[src/rtl/wb_req_master_pkg.sv]
// ---------------------------------------------------------------------------
// wb_master_pkg
// Shared types and constants for the Wishbone request master.
//   wb_req_t       : one queued request {we, addr, data, sel} (69 bits)
//   wb_mst_state_e : bus FSM states
//   WB_AW/WB_DW/WB_SW : address, data and byte-select widths
// ---------------------------------------------------------------------------
package wb_master_pkg;

    localparam int WB_AW = 32;
    localparam int WB_DW = 32;
    localparam int WB_SW = 4;

    typedef struct packed {
        logic             we;
        logic [WB_AW-1:0] addr;
        logic [WB_DW-1:0] data;
        logic [WB_SW-1:0] sel;
    } wb_req_t;

    typedef enum logic [1:0] {
        IDLE = 2'd0,
        BUS  = 2'd1,
        RSP  = 2'd2
    } wb_mst_state_e;

endpackage

[src/rtl/wb_req_fifo.sv]
// ---------------------------------------------------------------------------
// wb_req_fifo
// Synchronous command FIFO of wb_req_t entries. Head entry is presented
// combinationally on o_rdata; o_pop advances past it.
//   i_clk, i_rst_n : clock, asynchronous active-low reset (pointers only)
//   i_push, i_wdata: write an entry (ignored when full)
//   i_pop          : drop the head entry (ignored when empty)
//   o_rdata        : head entry
//   o_full, o_empty: occupancy flags
// ---------------------------------------------------------------------------
module wb_req_fifo
    import wb_master_pkg::*;
#(
    parameter int DEPTH = 4
) (
    input  logic    i_clk,
    input  logic    i_rst_n,
    input  logic    i_push,
    input  wb_req_t i_wdata,
    input  logic    i_pop,
    output wb_req_t o_rdata,
    output logic    o_full,
    output logic    o_empty
);

    localparam int AW = $clog2(DEPTH);
    localparam logic [AW:0] PTR_ONE = {{AW{1'b0}}, 1'b1};

    // Pointers carry one extra MSB so full and empty are distinguishable.
    logic [AW:0] r_wptr;
    logic [AW:0] r_rptr;
    wb_req_t     r_mem [DEPTH];

    logic w_do_push;
    logic w_do_pop;

    assign w_do_push = i_push & ~o_full;
    assign w_do_pop  = i_pop & ~o_empty;

    always_ff @(posedge i_clk or negedge i_rst_n) begin
        if (!i_rst_n) begin
            r_wptr <= '0;
            r_rptr <= '0;
        end else begin
            if (w_do_push) r_wptr <= r_wptr + PTR_ONE;
            if (w_do_pop)  r_rptr <= r_rptr + PTR_ONE;
        end
    end

    // Storage needs no reset: entries are only visible between the pointers.
    always_ff @(posedge i_clk) begin
        if (w_do_push) r_mem[r_wptr[AW-1:0]] <= i_wdata;
    end

    assign o_rdata = r_mem[r_rptr[AW-1:0]];
    assign o_empty = (r_wptr == r_rptr);
    assign o_full  = (r_wptr[AW] != r_rptr[AW]) &&
                     (r_wptr[AW-1:0] == r_rptr[AW-1:0]);

endmodule

[src/rtl/wb_req_master.sv]
// ---------------------------------------------------------------------------
// wb_req_master
// Wishbone classic-cycle master. Requests are queued in wb_req_fifo and
// issued one bus cycle at a time; each produces exactly one response
// (read data, bus error or timeout) on the rsp_* valid/ready port.
//   clk_i, rst_i               : clock, asynchronous active-low reset
//   req_valid_i/req_ready_o    : request handshake (ready = FIFO not full)
//   req_we_i/addr/data/sel     : request fields
//   rsp_valid_o/rsp_ready_i    : response handshake
//   rsp_data_o/err_o/timeout_o : response fields
//   wb_*                       : Wishbone master port
//   busy_o                     : FIFO non-empty or FSM not idle
// ---------------------------------------------------------------------------
module wb_req_master
    import wb_master_pkg::*;
#(
    parameter int FIFO_DEPTH = 4,
    parameter int TIMEOUT    = 255
) (
    input  logic             clk_i,
    input  logic             rst_i,
    input  logic             req_valid_i,
    output logic             req_ready_o,
    input  logic             req_we_i,
    input  logic [WB_AW-1:0] req_addr_i,
    input  logic [WB_DW-1:0] req_data_i,
    input  logic [WB_SW-1:0] req_sel_i,
    output logic             rsp_valid_o,
    input  logic             rsp_ready_i,
    output logic [WB_DW-1:0] rsp_data_o,
    output logic             rsp_err_o,
    output logic             rsp_timeout_o,
    output logic [WB_AW-1:0] wb_addr_o,
    output logic [WB_DW-1:0] wb_data_o,
    output logic [WB_SW-1:0] wb_sel_o,
    output logic             wb_we_o,
    output logic             wb_cyc_o,
    output logic             wb_stb_o,
    input  logic [WB_DW-1:0] wb_data_i,
    input  logic             wb_ack_i,
    input  logic             wb_err_i,
    output logic             busy_o
);

    // Counter value seen on the TIMEOUT-th edge with cyc high.
    localparam logic [15:0] TMO_LAST = 16'(TIMEOUT - 1);

    wb_mst_state_e    r_state;
    logic [15:0]      r_tmo_cnt;
    logic [WB_AW-1:0] r_wb_addr;
    logic [WB_DW-1:0] r_wb_data;
    logic [WB_SW-1:0] r_wb_sel;
    logic             r_wb_we;
    logic             r_wb_cyc;
    logic             r_rsp_valid;
    logic [WB_DW-1:0] r_rsp_data;
    logic             r_rsp_err;
    logic             r_rsp_tmo;

    wb_req_t w_req_in;
    wb_req_t w_head;
    logic    w_full;
    logic    w_empty;
    logic    w_start;

    assign w_req_in = '{we: req_we_i, addr: req_addr_i, data: req_data_i, sel: req_sel_i};

    // A new cycle starts from IDLE, or straight out of RSP on the
    // acceptance edge, whenever a request is waiting.
    assign w_start = ~w_empty &&
                     ((r_state == IDLE) || (r_state == RSP && rsp_ready_i));

    wb_req_fifo #(
        .DEPTH (FIFO_DEPTH)
    ) u_fifo (
        .i_clk   (clk_i),
        .i_rst_n (rst_i),
        .i_push  (req_valid_i),
        .i_wdata (w_req_in),
        .i_pop   (w_start),
        .o_rdata (w_head),
        .o_full  (w_full),
        .o_empty (w_empty)
    );

    always_ff @(posedge clk_i or negedge rst_i) begin
        if (!rst_i) begin
            r_state     <= IDLE;
            r_tmo_cnt   <= '0;
            r_wb_addr   <= '0;
            r_wb_data   <= '0;
            r_wb_sel    <= '0;
            r_wb_we     <= 1'b0;
            r_wb_cyc    <= 1'b0;
            r_rsp_valid <= 1'b0;
            r_rsp_data  <= '0;
            r_rsp_err   <= 1'b0;
            r_rsp_tmo   <= 1'b0;
        end else begin
            case (r_state)
                IDLE: ;
                BUS: begin
                    if (wb_err_i) begin
                        r_wb_cyc    <= 1'b0;
                        r_rsp_valid <= 1'b1;
                        r_rsp_err   <= 1'b1;
                        r_state     <= RSP;
                    end else if (wb_ack_i) begin
                        r_wb_cyc    <= 1'b0;
                        r_rsp_valid <= 1'b1;
                        r_rsp_data  <= r_wb_we ? '0 : wb_data_i;
                        r_state     <= RSP;
                    end else if (r_tmo_cnt == TMO_LAST) begin
                        r_wb_cyc    <= 1'b0;
                        r_rsp_valid <= 1'b1;
                        r_rsp_tmo   <= 1'b1;
                        r_state     <= RSP;
                    end else begin
                        r_tmo_cnt <= r_tmo_cnt + 16'd1;
                    end
                end
                RSP: begin
                    if (rsp_ready_i) begin
                        r_rsp_valid <= 1'b0;
                        r_rsp_data  <= '0;
                        r_rsp_err   <= 1'b0;
                        r_rsp_tmo   <= 1'b0;
                        r_state     <= IDLE;
                    end
                end
                default: r_state <= IDLE;
            endcase

            // Launch overrides the IDLE fallback taken on response acceptance.
            if (w_start) begin
                r_wb_addr <= w_head.addr;
                r_wb_data <= w_head.data;
                r_wb_sel  <= w_head.sel;
                r_wb_we   <= w_head.we;
                r_wb_cyc  <= 1'b1;
                r_tmo_cnt <= '0;
                r_state   <= BUS;
            end
        end
    end

    assign req_ready_o   = ~w_full;
    assign rsp_valid_o   = r_rsp_valid;
    assign rsp_data_o    = r_rsp_data;
    assign rsp_err_o     = r_rsp_err;
    assign rsp_timeout_o = r_rsp_tmo;
    assign wb_addr_o     = r_wb_addr;
    assign wb_data_o     = r_wb_data;
    assign wb_sel_o      = r_wb_sel;
    assign wb_we_o       = r_wb_we;
    assign wb_cyc_o      = r_wb_cyc;
    assign wb_stb_o      = r_wb_cyc;
    assign busy_o        = ~w_empty || (r_state != IDLE);

endmodule

[config.mk]
export PLATFORM = sky130hd
export DESIGN_NAME = wb_req_master
export DESIGN_NICKNAME = d
export VERILOG_FILES = /design/src/rtl/wb_req_master_pkg.sv /design/src/rtl/wb_req_fifo.sv /design/src/rtl/wb_req_master.sv
export SDC_FILE = /design/constraint.sdc
export NUM_CORES = 1
export LEC_CHECK = 0
export BUFFER_PORTS_ARGS = -buffer_cell sky130_fd_sc_hd__buf_2
export CAP_MARGIN = 40
export CELL_PAD_IN_SITES_DETAIL_PLACEMENT = 2
export CELL_PAD_IN_SITES_GLOBAL_PLACEMENT = 2
export CORE_ASPECT_RATIO = 1.1
export CORE_MARGIN = 8
export CORE_UTILIZATION = 41
export CTS_CLUSTER_DIAMETER = 200
export DETAILED_ROUTE_END_ITERATION = 8
export HOLD_SLACK_MARGIN = 0.08
export PLACE_DENSITY_LB_ADDON = 0.12
export SLEW_MARGIN = 20
export SYNTH_ARGS = -nofsm -noshare
export SYNTH_HDL_FRONTEND = slang
export SYNTH_SLANG_ARGS = --single-unit
[constraint.sdc]
create_clock -name clk_i -period 4.2 [get_ports clk_i]
set_input_delay 1.05 -clock clk_i [delete_from_list [all_inputs] [get_ports clk_i]]
set_output_delay 1.05 -clock clk_i [all_outputs]
set_load 0.005 [all_outputs]
After elaboration in Yosys (flattened, before gate mapping):

Memories as Yosys holds them, arrays and structs flattened. A register that Yosys moved wholly into a read port is not among the register bits.
Cells that the tools add are included.

* $add $sub $neg: 3
* multiply operators: 0
* divide/modulo/power cells: 0
* order comparisons: 0
* equality and inequality tests: 19
* shift operators: 0
* multiplexer cells: 33
* bitwise operators: 4
* reductions and logical operators: 18

Operators by type and width (count)
* 32-bit 2-to-1 mux: 4
* 16-bit 2-to-1 mux: 5
* 32-bit case mux with 2 select lines: 1
* 16-bit by 1-bit adder with 16-bit output, second input constant: 1
* 16-bit by 8-bit equality test with 1-bit output, second input constant: 1
* 1-bit 2-to-1 mux: 14
* 2-bit inequality test, second input constant: 6
* 2-bit 2-to-1 mux: 5
* 3-bit AND reduction: 3
* 2-bit by 1-bit inequality test with 1-bit output, second input constant: 4
* 4-bit AND reduction: 2
* 3-bit by 1-bit adder with 3-bit output, second input constant: 2
* 1-bit case mux with 2 select lines: 3
* 2-bit case mux with 3 select lines: 1
* 2-bit nonzero test: 3
* 5-bit by 4-bit inequality test with 1-bit output, second input constant: 1
* 5-bit AND reduction: 1
* 4-bit inequality test, second input constant: 1
* 4-bit nonzero test: 1
* 3-bit equality test: 1
* 1-bit logical AND: 3
* 3-bit by 2-bit inequality test with 1-bit output, second input constant: 1
* 1-bit AND: 2
* 2-bit by 1-bit equality test with 1-bit output, second input constant: 1
* 8 further kinds: 10

* flip-flop bits (word level): 60
* latch bits: 0
* bits in writable memories: 276
* memory bits (read-only): 0
* bits of input ports: 107
* output and inout port bits: 108
* logic and storage cells: 87
* memories: 1

Memory list
* u_fifo.r_mem: words 4, width 69, rd ports 1, clocked after memory_dff 1, wr ports 1, RTL line wb_req_fifo.sv:32 `wb_req_t r_mem [DEPTH];`

Longest topological paths before layout:

* depth after elaboration: 6
* gate-level depth with buffers: 8
* mapped depth without buffers: 6

Modules after synthesis:

A second synthesis with hierarchy kept.

* cell total of the unflattened synthesis: 1000
* area total of the unflattened synthesis: 15771.4 um^2

By module, submodules not included
* wb_req_fifo: times used 1, cells an instance 409, area an instance 10447.5 um^2, sequential area each 8438.1 um^2
* wb_req_master: times used 1, cells an instance 591, area an instance 5323.9 um^2, sequential area each 3078.0 um^2

Worst setup path before layout:

No wires, ideal clock.

* path kind: input to register
* from: input req_valid_i
* to: memory u_fifo.r_mem[3][0] (netlist bit), enable pin
* library setup time: 0.436 ns
* arrival time: 3.115 ns
* data required time: 3.764 ns
* slack: 0.649 ns
* cell stages on the path: 3
* path buffers: 0
* cell sequence: inv_1 > a31oi_1 > and2_1

* cells in the longest elaborated chain, start to end: 3

RTL lines
* start, declared: RTL line wb_req_master.sv:22 `input logic req_valid_i,`
* 1-bit AND: RTL line wb_req_fifo.sv:37 `assign w_do_push = i_push & ~o_full;`
* 1-bit 2-to-1 mux: RTL line wb_req_fifo.sv:52 `if (w_do_push) r_mem[r_wptr[AW-1:0]] <= i_wdata;`
* 1-bit 2-to-1 mux (implied by the code): RTL line wb_req_fifo.sv:52
* end, declared: RTL line wb_req_fifo.sv:32

Every way passes these cells.

Final worst setup path:

* from: register u_fifo.r_rptr[0]
* to: output busy_o

* cells in the longest elaborated chain, start to end: 3

RTL lines
* start, declared: RTL line wb_req_fifo.sv:31 `logic [AW:0] r_rptr;`
* start signal, assigned: RTL line wb_req_fifo.sv:46 `if (w_do_pop) r_rptr <= r_rptr + PTR_ONE;`
* 3-bit equality test: RTL line wb_req_fifo.sv:56 `assign o_empty = (r_wptr == r_rptr);`
* 1-bit inverter: RTL line wb_req_master.sv:158 `assign busy_o = ~w_empty || (r_state != IDLE);`
* 1-bit logical OR: RTL line wb_req_master.sv:158
* end, declared: RTL line wb_req_master.sv:42 `output logic busy_o`

Every way passes these cells.

==> results.cfg <==
[die]
io_pins = 215
die-area_sq_um = 44300
fp.dieW_microns = 201
die_h_microns = 220
start_util_pct = 41.6
rows = 74
core_sq_um = 37200

[global_routing]
grt_max_degree = 71
grt_busiest_layer = met2
gr-total-overflow = 0
grtUsageTotal_pct = 18.3
grt_pass1_vias = 10400
grt_util_met2_pct = 32.3
antenna_found_initial = 8
met1_usage_pct = 22.8
use_met3_pct = 4.07
grt_pass1_wl_microns = 62700

[worst_setup_path]
worst-path-buf-inv = 1
crit_chain = xnor2_2 -> nand4_1 -> buf_2
slowest_stage = dfrtp_4
cp-end-kind = output port
worstSetupStartpointType = flip-flop
cp_slowest_stage_delay_ns = 0.68
required_ns = 3.15
critical_path.top_delay_family = flip-flops
worst-path-max-fanout = 22
setup.worst_path.class = reg2out
worstPathArrival_ns = 1.96

[sta]
relSlewSlack_pct = 50.6
setup_viol = 0
fin_crit_sh_pct = 71.6
drv_slew = 0
finalClockSkew_ns = 0.0155
rsz0062_at_grt = no
min_period_ns = 3.01
fin_setup_tns_ns = 0
fmax_mhz = 333
final-hold-violation-count = 0
worst_slew_pin_slew_ns = 0.742

[clock_network]
cts_tree = done
cts.clk_slew.worst_paths_ns = 0.06
post_cts_buffers = 0
h-tree-depth = 2
cts_resized = 0
cts_root_buf = clkbuf_16
cts_hold_repair.buffers = 0
cts_inserted_buffers = 44
clk_latency_ns = 0.55
clock_sinks = 405
clockBufferDepth = 3

[finish]
drive_gt1_share_pct = 30.4
multi_input_area_sq_um = 3750
final_cell_mix = nand2_1, edfxtp_1, buf_2
nets = 1316
regArea_sq_um = 11500
fillers = 3505
final_common_cell = nand2_1
syn_to_final_growth_pct = 20.5
final_area_sq_um = 18700

[hold_path]
hold_path.class = in2async

[flow_run]
cap_violations = 0

[drt]
postRouteAntennaNets = 0
vias = 8984
routed_wirelength_microns = 40400
first_iter_violations = 382
first_pass_iters = 4
drcViolationCount = 0
avgViaCountPerCell = 5.18
wl_per_cell_microns = 23.3

[yosys]
synth_nets = 1089
seq_area_frac_synth_pct = 74.3
synth.distinct_cells = 47
ys_ff_latch = 405
syn_area_per_cell_sq_um = 15.9
synth_area_sq_um = 15500
yosys_warnings = 0
syn_inst = 972

[power_and_ir_drop]
switching_share_pct = 34.0
internal_power_mw = 9.52
power_frac_clock_pct = 26.0
powerDensity_nw_per_um2 = 772
p_seq_share_pct = 42.1
p_leak_nw = 7.43
ir_drop_mv = 0.428
p_switching_mw = 4.90
comb_power_share_pct = 32.0

[placement]
portBuffers = 214
placed_area_sq_um = 17200
hpwl_microns = 26000
place.gp.congestion = 0.710

[outcome]
status = complete, no violations
==> layout make-up <==
cell class | instances | share of cell area [%]
sequential | 405 | 61.7
multi-input combinational | 509 | 20.1
clock buffer | 68 | 6.77
tap | 494 | 3.31
clock inverter | 14 | 0.710
timing repair buffer | 230 | 7.16
inverter | 9 | 0.181
antenna | 5 | 0.0670
==> Yosys cell counts (all sizes together) <==
| cell | n | area share [%] |
|---|---|---|
| nand2 | 290 | 7.0 |
| edfxtp | 276 | 53 |
| dfrtp | 129 | 21 |
| mux4 | 69 | 10 |
| o21ai | 44 | 1.4 |
| buf | 31 | 1.1 |
| clkbuf | 18 | 0.44 |
| a21oi | 14 | 0.45 |
| ha | 10 | 0.81 |
| inv | 9 | 0.22 |
| nand3 | 7 | 0.31 |
| nand4 | 7 | 0.32 |
| mux2i | 6 | 0.39 |
| xnor2 | 6 | 0.44 |
| and2 | 5 | 0.20 |
| nand2b | 5 | 0.20 |
| nor4 | 4 | 0.20 |
| o31ai | 4 | 0.19 |
| or3 | 4 | 0.16 |
| or4 | 4 | 0.19 |
| a31oi | 3 | 0.12 |
| and3 | 3 | 0.12 |
| nor2 | 3 | 0.073 |
| a2111o | 2 | 0.15 |
| a41o | 2 | 0.13 |
| nor3b | 2 | 0.17 |
| o211ai | 2 | 0.097 |
| xor2 | 2 | 0.11 |
| a21boi | 1 | 0.073 |
| a221o | 1 | 0.065 |
| a2bb2oi | 1 | 0.057 |
| a311o | 1 | 0.065 |
| a311oi | 1 | 0.057 |
| a31o | 1 | 0.057 |
| and2b | 1 | 0.048 |
| and4 | 1 | 0.057 |
| nor2b | 1 | 0.040 |
| o211a | 1 | 0.065 |
| o311ai | 1 | 0.057 |
==> power by group through the flow <==
| stage | logic [mW] | registers [mW] | clock network [mW] |
|---|---|---|---|
| 3_5_place_dp | 4.73 | 6.16 | 0 |
| 4_1_cts | 4.77 | 6.09 | 3.83 |
| 6_report | 4.61 | 6.07 | 3.74 |
| 3_3_place_gp | 4.49 | 6.06 | 0 |
| 5_1_grt | 5.16 | 6.20 | 3.96 |
| 2_1_floorplan | 2.91 | 5.98 | 0 |
==> state kept, by name (all words and copies together) (netlist names) <==
signal / flops
r_state: 2
r_tmo_cnt: 16
rsp_data_o: 32
rsp_err_o: 1
rsp_timeout_o: 1
rsp_valid_o: 1
u_fifo.r_mem: 276
u_fifo.r_rptr: 3
u_fifo.r_wptr: 3
wb_addr_o: 32
wb_cyc_o: 1
wb_data_o: 32
wb_sel_o: 4
wb_we_o: 1
==> through the flow <==
stage | hold slack [ns] | power (mW) | setup slack, ns | cells | utilization, %
floorplan | 0.470 | 8.89 | 0.649 | 972 | -
global placement | 0.454 | 10.6 | 1.16 | 1643 | 46.1
detailed placement | 0.462 | 10.9 | 1.17 | 1645 | 46.2
CTS | 0.479 | 14.7 | 1.13 | 1727 | 50.0
global route | 0.311 | 15.3 | 1.04 | 1733 | 50.2
finish | 0.328 | 14.4 | 1.19 | 1734 | 50.2
==> routing by layer <==
layer | routed length [microns] | part of all wire, % | vias up
li1 | - | - | 4043
met5 | 43 | 0.11 | -
met3 | 1850 | 4.6 | 58
met2 | 20600 | 51 | 193
met4 | 646 | 1.6 | 6
met1 | 17300 | 43 | 4684
==> final timing paths <==
kind	start	end	depth (start not counted)	slack (ns)
setup / recovery	u_fifo.r_rptr[0]	busy_o	3	1.19
hold / removal	rst_i	r_tmo_cnt[7]	1	0.33
setup reg to reg	u_fifo.r_rptr[0]	u_fifo.r_mem[3][16]	4	1.32
hold reg to reg	wb_data_o[31]	wb_data_o[31]	2	0.47
max in group asynchronous	rst_i	wb_addr_o[5]	3	2.90
min in group clk_i	wb_data_o[31]	wb_data_o[31]	2	0.47
==> cells by family after synthesis <==
family | after synthesis | synth area share [%]
adders and majority gates | 10 | 0.807
and+or+nand+nor | 337 | 9.12
AOI/OAI and AO/OA | 79 | 3.05
buffers and inverters | 58 | 1.74
muxes | 75 | 10.4
DFF | 405 | 74.3
xor gates and xnor gates | 8 | 0.549
(Power assumes the default switching activity.)
